==> config.mk <==
export PLATFORM = sky130hd
export DESIGN_NAME = imem_boot_loader
export DESIGN_NICKNAME = d
export VERILOG_FILES = /design/src/rtl/boot_defs_pkg.sv /design/src/rtl/boot_delay_counter.sv /design/src/rtl/imem_boot_loader.sv
export SDC_FILE = /design/constraint.sdc
export NUM_CORES = 1
export LEC_CHECK = 0
export CAP_MARGIN = 15
export CORE_ASPECT_RATIO = 1.2
export CORE_MARGIN = 2
export CORE_UTILIZATION = 45
export DETAILED_ROUTE_END_ITERATION = 12
export HOLD_SLACK_MARGIN = 0.05
export PLACE_DENSITY = 0.81
export SYNTH_ARGS = -nofsm -noshare
export SYNTH_HDL_FRONTEND = slang
export SYNTH_SLANG_ARGS = --single-unit
==> constraint.sdc <==
create_clock -name clock -period 1.7 [get_ports clock]
set_clock_uncertainty 0.05 [all_clocks]
set_input_delay 0.17 -clock clock [delete_from_list [all_inputs] [get_ports clock]]
set_output_delay 0.17 -clock clock [all_outputs]
set_load 0.1 [all_outputs]
==> src/rtl/boot_defs_pkg.sv <==
// Shared boot definitions: loader state encoding and default widths,
// common to the boot loader, the CPU skeleton and their benches.
package boot_defs;

  localparam int unsigned BOOT_ADDR_WIDTH    = 12;
  localparam int unsigned BOOT_DATA_WIDTH    = 32;
  localparam int unsigned BOOT_RELEASE_DELAY = 4;

  typedef enum logic [2:0] {
    IDLE    = 3'd0,
    LOAD    = 3'd1,
    RELEASE = 3'd2,
    RUN     = 3'd3,
    ERROR   = 3'd4
  } boot_state_t;

endpackage

==> src/rtl/boot_delay_counter.sv <==
// Load/enable down-counter timing the gap between the last imem write and
// core release; done_c is high once the count has drained to zero.
module boot_delay_counter #(
  parameter int unsigned DELAY = 4
) (
  input  logic clock,
  input  logic reset,
  input  logic load,
  input  logic enable,
  output logic done_c
);

  localparam int unsigned CW = $clog2(DELAY + 1);

  logic [CW-1:0] count;

  always_ff @(posedge clock or negedge reset) begin
    if (!reset) begin
      count <= '0;
    end else if (load) begin
      count <= CW'(DELAY);
    end else if (enable && (count != '0)) begin
      count <= count - CW'(1);
    end
  end

  assign done_c = (count == '0);

endmodule

==> src/rtl/imem_boot_loader.sv <==
// Boot loader: holds the core in reset, streams a program into imem from
// address 0, waits a fixed delay, then releases the core.
module imem_boot_loader
  import boot_defs::*;
#(
  parameter int unsigned ADDR_WIDTH    = BOOT_ADDR_WIDTH,
  parameter int unsigned DATA_WIDTH    = BOOT_DATA_WIDTH,
  parameter int unsigned RELEASE_DELAY = BOOT_RELEASE_DELAY
) (
  input  logic                  clock,
  input  logic                  reset,
  input  logic                  start,
  input  logic                  in_valid,
  input  logic [DATA_WIDTH-1:0] in_data,
  input  logic                  in_last,
  output logic                  in_ready,
  output logic [ADDR_WIDTH-1:0] imem_address,
  output logic [DATA_WIDTH-1:0] imem_data,
  output logic                  imem_wren,
  output logic                  core_reset,
  output logic                  boot_done,
  output logic                  load_error,
  output logic [ADDR_WIDTH:0]   word_count
);

  localparam int unsigned DEPTH = 1 << ADDR_WIDTH;
  localparam logic [ADDR_WIDTH:0] LAST_SLOT = (ADDR_WIDTH + 1)'(DEPTH - 1);

  boot_state_t           state, state_d;
  logic                  in_ready_d, imem_wren_d, core_reset_d, boot_done_d, load_error_d;
  logic [ADDR_WIDTH-1:0] imem_address_d;
  logic [DATA_WIDTH-1:0] imem_data_d;
  logic [ADDR_WIDTH:0]   word_count_d;
  logic                  cnt_load, cnt_enable, cnt_done_c;
  logic                  accept_c;

  assign accept_c = in_valid & in_ready;

  boot_delay_counter #(
    .DELAY (RELEASE_DELAY)
  ) u_delay (
    .clock  (clock),
    .reset  (reset),
    .load   (cnt_load),
    .enable (cnt_enable),
    .done_c (cnt_done_c)
  );

  // Next-state and next-output logic
  always_comb begin
    state_d        = state;
    imem_wren_d    = 1'b0;
    imem_address_d = imem_address;
    imem_data_d    = imem_data;
    word_count_d   = word_count;
    load_error_d   = load_error;
    core_reset_d   = core_reset;
    boot_done_d    = boot_done;
    cnt_load       = 1'b0;
    cnt_enable     = 1'b0;

    case (state)
      IDLE: begin
        if (start) begin
          word_count_d = '0;
          load_error_d = 1'b0;
          state_d      = LOAD;
        end
      end
      LOAD: begin
        if (accept_c) begin
          imem_wren_d    = 1'b1;
          imem_address_d = word_count[ADDR_WIDTH-1:0];
          imem_data_d    = in_data;
          word_count_d   = word_count + (ADDR_WIDTH + 1)'(1);
          if (in_last) begin
            state_d  = RELEASE;
            cnt_load = 1'b1;
          end else if (word_count == LAST_SLOT) begin
            // Image did not end in the last slot: it cannot fit.
            state_d      = ERROR;
            load_error_d = 1'b1;
          end
        end
      end
      RELEASE: begin
        cnt_enable = 1'b1;
        if (cnt_done_c) begin
          state_d      = RUN;
          core_reset_d = 1'b0;
          boot_done_d  = 1'b1;
        end
      end
      RUN: begin
      end
      ERROR: begin
        if (start) begin
          word_count_d = '0;
          load_error_d = 1'b0;
          state_d      = LOAD;
        end
      end
      default: begin
        state_d = IDLE;
      end
    endcase

    in_ready_d = (state_d == LOAD);
  end

  always_ff @(posedge clock or negedge reset) begin
    if (!reset) begin
      state        <= IDLE;
      in_ready     <= 1'b0;
      imem_wren    <= 1'b0;
      imem_address <= '0;
      imem_data    <= '0;
      core_reset   <= 1'b1;
      boot_done    <= 1'b0;
      load_error   <= 1'b0;
      word_count   <= '0;
    end else begin
      state        <= state_d;
      in_ready     <= in_ready_d;
      imem_wren    <= imem_wren_d;
      imem_address <= imem_address_d;
      imem_data    <= imem_data_d;
      core_reset   <= core_reset_d;
      boot_done    <= boot_done_d;
      load_error   <= load_error_d;
      word_count   <= word_count_d;
    end
  end

endmodule
==> impl_metrics.ini, run 1 <==
[drt]
via_per_inst = 5.09
ant_nets = 0
wl_per_cell_um = 15.6
drc = 0
vias = 2608
drt_wl_total_um = 8000
firstDrtPassIters = 4
dr.first_iter.drc_count = 167

[logic_synthesis]
syn_inst = 310
synth_top_area_share_pct = 58.1
yosysWarnings = 0
synth_edf_count = 0
ys_async_sr_fraction_pct = 100
syn_avg_cell_area_um2 = 9.30
synth_seq_cells = 68
netlist_area_um2 = 2880
synth.distinct_cells = 44
synth_nets = 350
synth-seq-area-share_pct = 59.0
yosys.area.top_type = dfrtp_1
synth_area_leaders = dfrtp_1, nand2_1, a21oi_1
ys.flop_type = dfrtp_1

[global_route]
grt_pass1_wl_um = 13400
grtUsageMet1_pct = 27.7
grt_max_degree = 32
grt_overflow = 0
use_met3_pct = 5.31
grtUsageMet2_pct = 43.9
antenna_found_initial = 0
grt_use_total_pct = 24.8
first_global_vias = 2766
grt-busiest-layer = met2

[layout]
area_delta_synth_final_pct = 72.0
fin_nets = 465
post_route_cells_drive_above_1_share_pct = 29.5
fillers = 373
antennaDiodeCount = 0
fin_util_pct = 81.0
layout_commonest_cell = nand2_1
final_cell_mix = nand2_1, buf_12, dfrtp_1
multiInputGateArea_um2 = 1110
postLayoutCellArea_um2 = 4960
seqCellArea_um2 = 1750

[sta]
fin_crit_ns = 1.62
period_share_pct = 95.2
drv_slew = 0
fin_tns_setup_ns = 0
rsz0062_at_grt = false
worst_pin_slew_ns = 0.479
hold_viol_final = 0
timing.slew.headroom_pct = 68.0
max_freq_mhz = 618
setup_violations = 0
hold_slack_ns = 0.269

[setup_path]
reg2reg_depth = 4
reg2reg_slack_ns = 0.08
cp-startpoint = state[1]$_DFF_PN0_
cp_max_fo = 7
end_kind = register
worstPathArrival_ns = 1.84
rr_startpoint = state[1]$_DFF_PN0_
cp.required_ns = 1.92
path_class = reg -> reg
crit_path_start_kind = register

[clock_tree]
cts_inserted_buffers = 9
clkTransAtPathRegs_ns = 0.08
cts_tree = yes
cts-root-buf = clkbuf_8
clock_latency_ns = 0.35
clockBufferDepth = 2
ctsHtreeMaxLevel = 3
clkSinkCount = 68

[placement]
gp_congestion = 0.868
dpl-instance-area_um2 = 4750
port_buffers = 98
place_hpwl_um = 6080

[die]
dieArea_um2 = 7070
io_pins = 99
core_um2 = 6130
die_w_um = 77.1
rows = 31
die_h_um = 91.7
start_util_pct = 47.1

[job]
cap_violations = 0

[run_status]
status = completed

[hold_path]
hp-class = in -> async
==> synth_stat cells (all sizes together), types with 2 or more instances <==
master and number:
inv 3, a21o 2, nor4 2, a41oi 2, and3 4, nand4 4, buf 8, nor2b 2
or3 4, nor2 8, a21oi 10, dfrtp 67, nand2 149, ha 3, or4 4, o31ai 4
o21ai 9, and2 2, clkbuf 6, xnor2 2
==> layer usage <==
| metal | share of wire, % | up-vias |
|---|---|---|
| met5 | 0 | - |
| met4 | 2.9 | 0 |
| met3 | 5.2 | 16 |
| met2 | 56 | 83 |
| met1 | 36 | 1273 |
| li1 | - | 1236 |
==> cells by family (layout without fill, tap and decap cells) <==
| group | count (synthesis) | count (layout) | share of synthesized area (%) |
|---|---|---|---|
| AOI/OAI and AO/OA | 32 | 32 | 7.03 |
| and+or+nand+nor | 187 | 187 | 28.4 |
| DFF | 68 | 68 | 59.0 |
| buffers and inverters | 17 | 137 | 3.30 |
| xor gates and xnor gates | 3 | 3 | 0.911 |
| adders and majority gates | 3 | 3 | 1.30 |
==> path summary, 6_finish.rpt <==
kind | to
worst min register to register | core_reset$_DFFE_PN1P_
worst max-delay path | word_count[11]$_DFFE_PN0P_
min in group clock | imem_data[3]$_DFFE_PN0P_
worst max register to register | word_count[11]$_DFFE_PN0P_
worst min-delay path | u_delay.count[0]$_DFFE_PN0P_
max in group asynchronous | core_reset$_DFFE_PN1P_
==> what timing repair did <==
item	in CTS	in global routing
setup endpoints to repair	0	2
setup buffers	0	0
endpoints found under the hold margin	17	0
resized for setup	0	2
hold buffers	1	0
==> sequential cells by signal (all words and copies together), names as in the netlist <==
register,cells
imem_data,32
word_count,13
imem_address,12
state,3
u_delay.count,3
boot_done,1
core_reset,1
imem_wren,1
in_ready,1
load_error,1
==> metrics by stage <==
stage,std cells,worst slack (ns)
after floorplan,310,-0.0535
after CTS,512,0.0660
after detailed placement,495,-0.0953
after global routing,512,0.0211
after global placement,495,-0.0146
final,512,0.0823
==> final cells by class <==
class / count / area share, %
Tap cell: 82 / 2.07
Inverter: 3 / 0.227
Multi-Input combinational cell: 225 / 22.3
Clock inverter: 4 / 0.984
Timing Repair Buffer: 118 / 36.3
Clock buffer: 12 / 2.93
Sequential cell: 68 / 35.2
==> worst max-delay path: stages (launching register included) <==
cell,delay [ns]
dfrtp_1,0.44
and3b_2,0.30
a21oi_2,0.11
or4_1,0.49
a21oi_1,0.15
Power of run 1 is not shown: default switching activity piles up to over one toggle a cycle in this logic, so the estimate is an artifact.
==> run 2, diff against run 1 <==
--- a/config.mk
+++ b/config.mk
@@ -9,6 +9,7 @@
 export CORE_ASPECT_RATIO = 1.2
 export CORE_MARGIN = 2
 export CORE_UTILIZATION = 45
+export CTS_CLUSTER_SIZE = 40
 export DETAILED_ROUTE_END_ITERATION = 12
 export HOLD_SLACK_MARGIN = 0.05
 export PLACE_DENSITY = 0.81
==> results of run 2 <==
Same layout as run 1: the final DEF is identical, and so are final timing and power.
Power of run 2 is left out for the same reason.
==> run 3, diff against run 2 <==
--- a/config.mk
+++ b/config.mk
@@ -8,11 +8,12 @@
 export CAP_MARGIN = 15
 export CORE_ASPECT_RATIO = 1.2
 export CORE_MARGIN = 2
-export CORE_UTILIZATION = 45
+export CORE_UTILIZATION = 47
+export CTS_BUF_LIST = sky130_fd_sc_hd__clkbuf_4 sky130_fd_sc_hd__clkbuf_8
 export CTS_CLUSTER_SIZE = 40
 export DETAILED_ROUTE_END_ITERATION = 12
 export HOLD_SLACK_MARGIN = 0.05
-export PLACE_DENSITY = 0.81
+export PLACE_DENSITY = 0.85
 export SYNTH_ARGS = -nofsm -noshare
 export SYNTH_HDL_FRONTEND = slang
 export SYNTH_SLANG_ARGS = --single-unit
==> run 3 against run 2 <==
Effect of this change:
- design area rose by 0.43%
- sequential share of layout area shrank 0.12 points
- non-clock buffer count is 2 higher
- critical path type unchanged
- via count grew 6.4%
- cell count rose by 0.39%
- critical path depth grew 2
- fmax fell by 3.6%
- die area down 4.1%
==> impl_metrics.ini, run 3 (same netlist as run 1, synthesis figures left out) <==
[placement]
place_hpwl_um = 6510
port_buffers = 98
gp_congestion = 0.875
dpl-instance-area_um2 = 4730

[clock_tree]
ctsHtreeMaxLevel = 3
clockBufferDepth = 2
clkSinkCount = 68
clock_latency_ns = 0.36
cts_tree = yes
cts-root-buf = clkbuf_8
cts_inserted_buffers = 9
clkTransAtPathRegs_ns = 0.07

[layout]
largest_register_ffs = 32
postLayoutCellArea_um2 = 4980
fin_util_pct = 83.4
top_register = imem_data
fillers = 327
post_route_cells_drive_above_1_share_pct = 30.8
final_cell_mix = nand2_1, buf_12, dfrtp_1
layout_commonest_cell = nand2_1
area_delta_synth_final_pct = 72.8
fin_nets = 467
largestRegisters = imem_data (32), word_count (13), imem_address (12)
antennaDiodeCount = 0

[drt]
vias = 2775
drc = 0
dr.first_iter.drc_count = 211
firstDrtPassIters = 4
drt_wl_total_um = 9150
ant_nets = 0
wl_per_cell_um = 17.8
via_per_inst = 5.40

[setup_path]
crit_path_start_kind = register
path_class = reg -> reg
cp_max_fo = 3
worstPathArrival_ns = 1.93
end_kind = register
cp.required_ns = 1.95
reg2reg_slack_ns = 0.02

[sta]
hold_viol_final = 0
worst_pin_slew_ns = 0.514
timing.slew.headroom_pct = 65.7
period_share_pct = 98.7
max_freq_mhz = 596
fin_tns_setup_ns = 0
fin_crit_ns = 1.68
setup_violations = 0
hold_slack_ns = 0.278
drv_slew = 0

[global_route]
antenna_found_initial = 0
grt_overflow = 0
grt_pass1_wl_um = 14800
grt_max_degree = 27
grt_use_total_pct = 29.4
first_global_vias = 3037

[die]
rows = 31
dieArea_um2 = 6780
start_util_pct = 48.3
core_um2 = 5970
io_pins = 99
die_h_um = 89.8
die_w_um = 75.5

[run_status]
status = completed

[job]
cap_violations = 0

[hold_path]
hp-class = in -> async
run 3: cell types whose count changed in the layout (fill, tap and decap cells not counted):
cell / previous run / this run
clkinv_2: 2 / 3
a21oi_2: 1 / 2
buf_12: 66 / 64
bufinv_16: 1 / 2
dfrtp_2: 4 / 5
clkbuf_4: 0 / 1
buf_4: 15 / 19
clkbuf_1: 2 / 0
dfrtp_1: 53 / 52
clkinv_4: 1 / 0
a21oi_1: 9 / 8
run 3: worst paths after layout:
path                                         startpoint                   endpoint  cells past startpoint
hold / removal                                    reset      boot_done$_DFFE_PN0P_                      2
setup / recovery           u_delay.count[0]$_DFFE_PN0P_      boot_done$_DFFE_PN0P_                      6
min in group clock                           in_data[1]   imem_data[1]$_DFFE_PN0P_                      3
setup reg to reg           u_delay.count[0]$_DFFE_PN0P_      boot_done$_DFFE_PN0P_                      6
max in group asynchronous                         reset  word_count[2]$_DFFE_PN0P_                      3
hold reg to reg                      state[2]$_DFF_PN0_         state[1]$_DFF_PN0_                      1
run 3: final cells by class:
class | instances | area, um2 | share of cell area (%)
inverters | 3 | 11.3 | 0.226
repair buffers | 120 | 1790 | 35.9
flip-flops and latches | 68 | 1750 | 35.1
clock buffers | 11 | 145 | 2.91
multi-input cells | 225 | 1110 | 22.3
well taps | 82 | 103 | 2.06
clock inverters | 5 | 75.1 | 1.51
run 3: through the flow:
stage	std cells	setup WS, ns
after floorplan	310	-0.0535
after global placement	496	-0.0232
after detailed placement	496	-0.0730
after CTS	513	0.0166
after global routing	514	-0.0296
final	514	0.0221
run 3: critical path, cell delays in order (launching register included):
cell	delay [ns]
dfrtp_1	0.40
inv_1	0.08
ha_1	0.18
nand2b_1	0.12
or3b_2	0.49
nor2_1	0.16
or2_2	0.13
run 3: repair_timing:
action / 4_1_cts / 5_1_grt
resized for setup: 0 / 4
hold buffers: 1 / 0
hold endpoints to repair: 16 / 0
setup endpoints to repair: 0 / 6
setup buffers: 0 / 1
run 3: per-layer routing:
metal / vias up / part of all wire [%] / global-route usage [%]
li1: 1234 / - / -
met1: 1391 / 35 / 32.7
met2: 118 / 55 / 49.1
met3: 32 / 5.3 / 8.30
met4: 0 / 4.2 / 15.8
met5: - / 0 / 0
Power of run 3 is left out for the same reason.
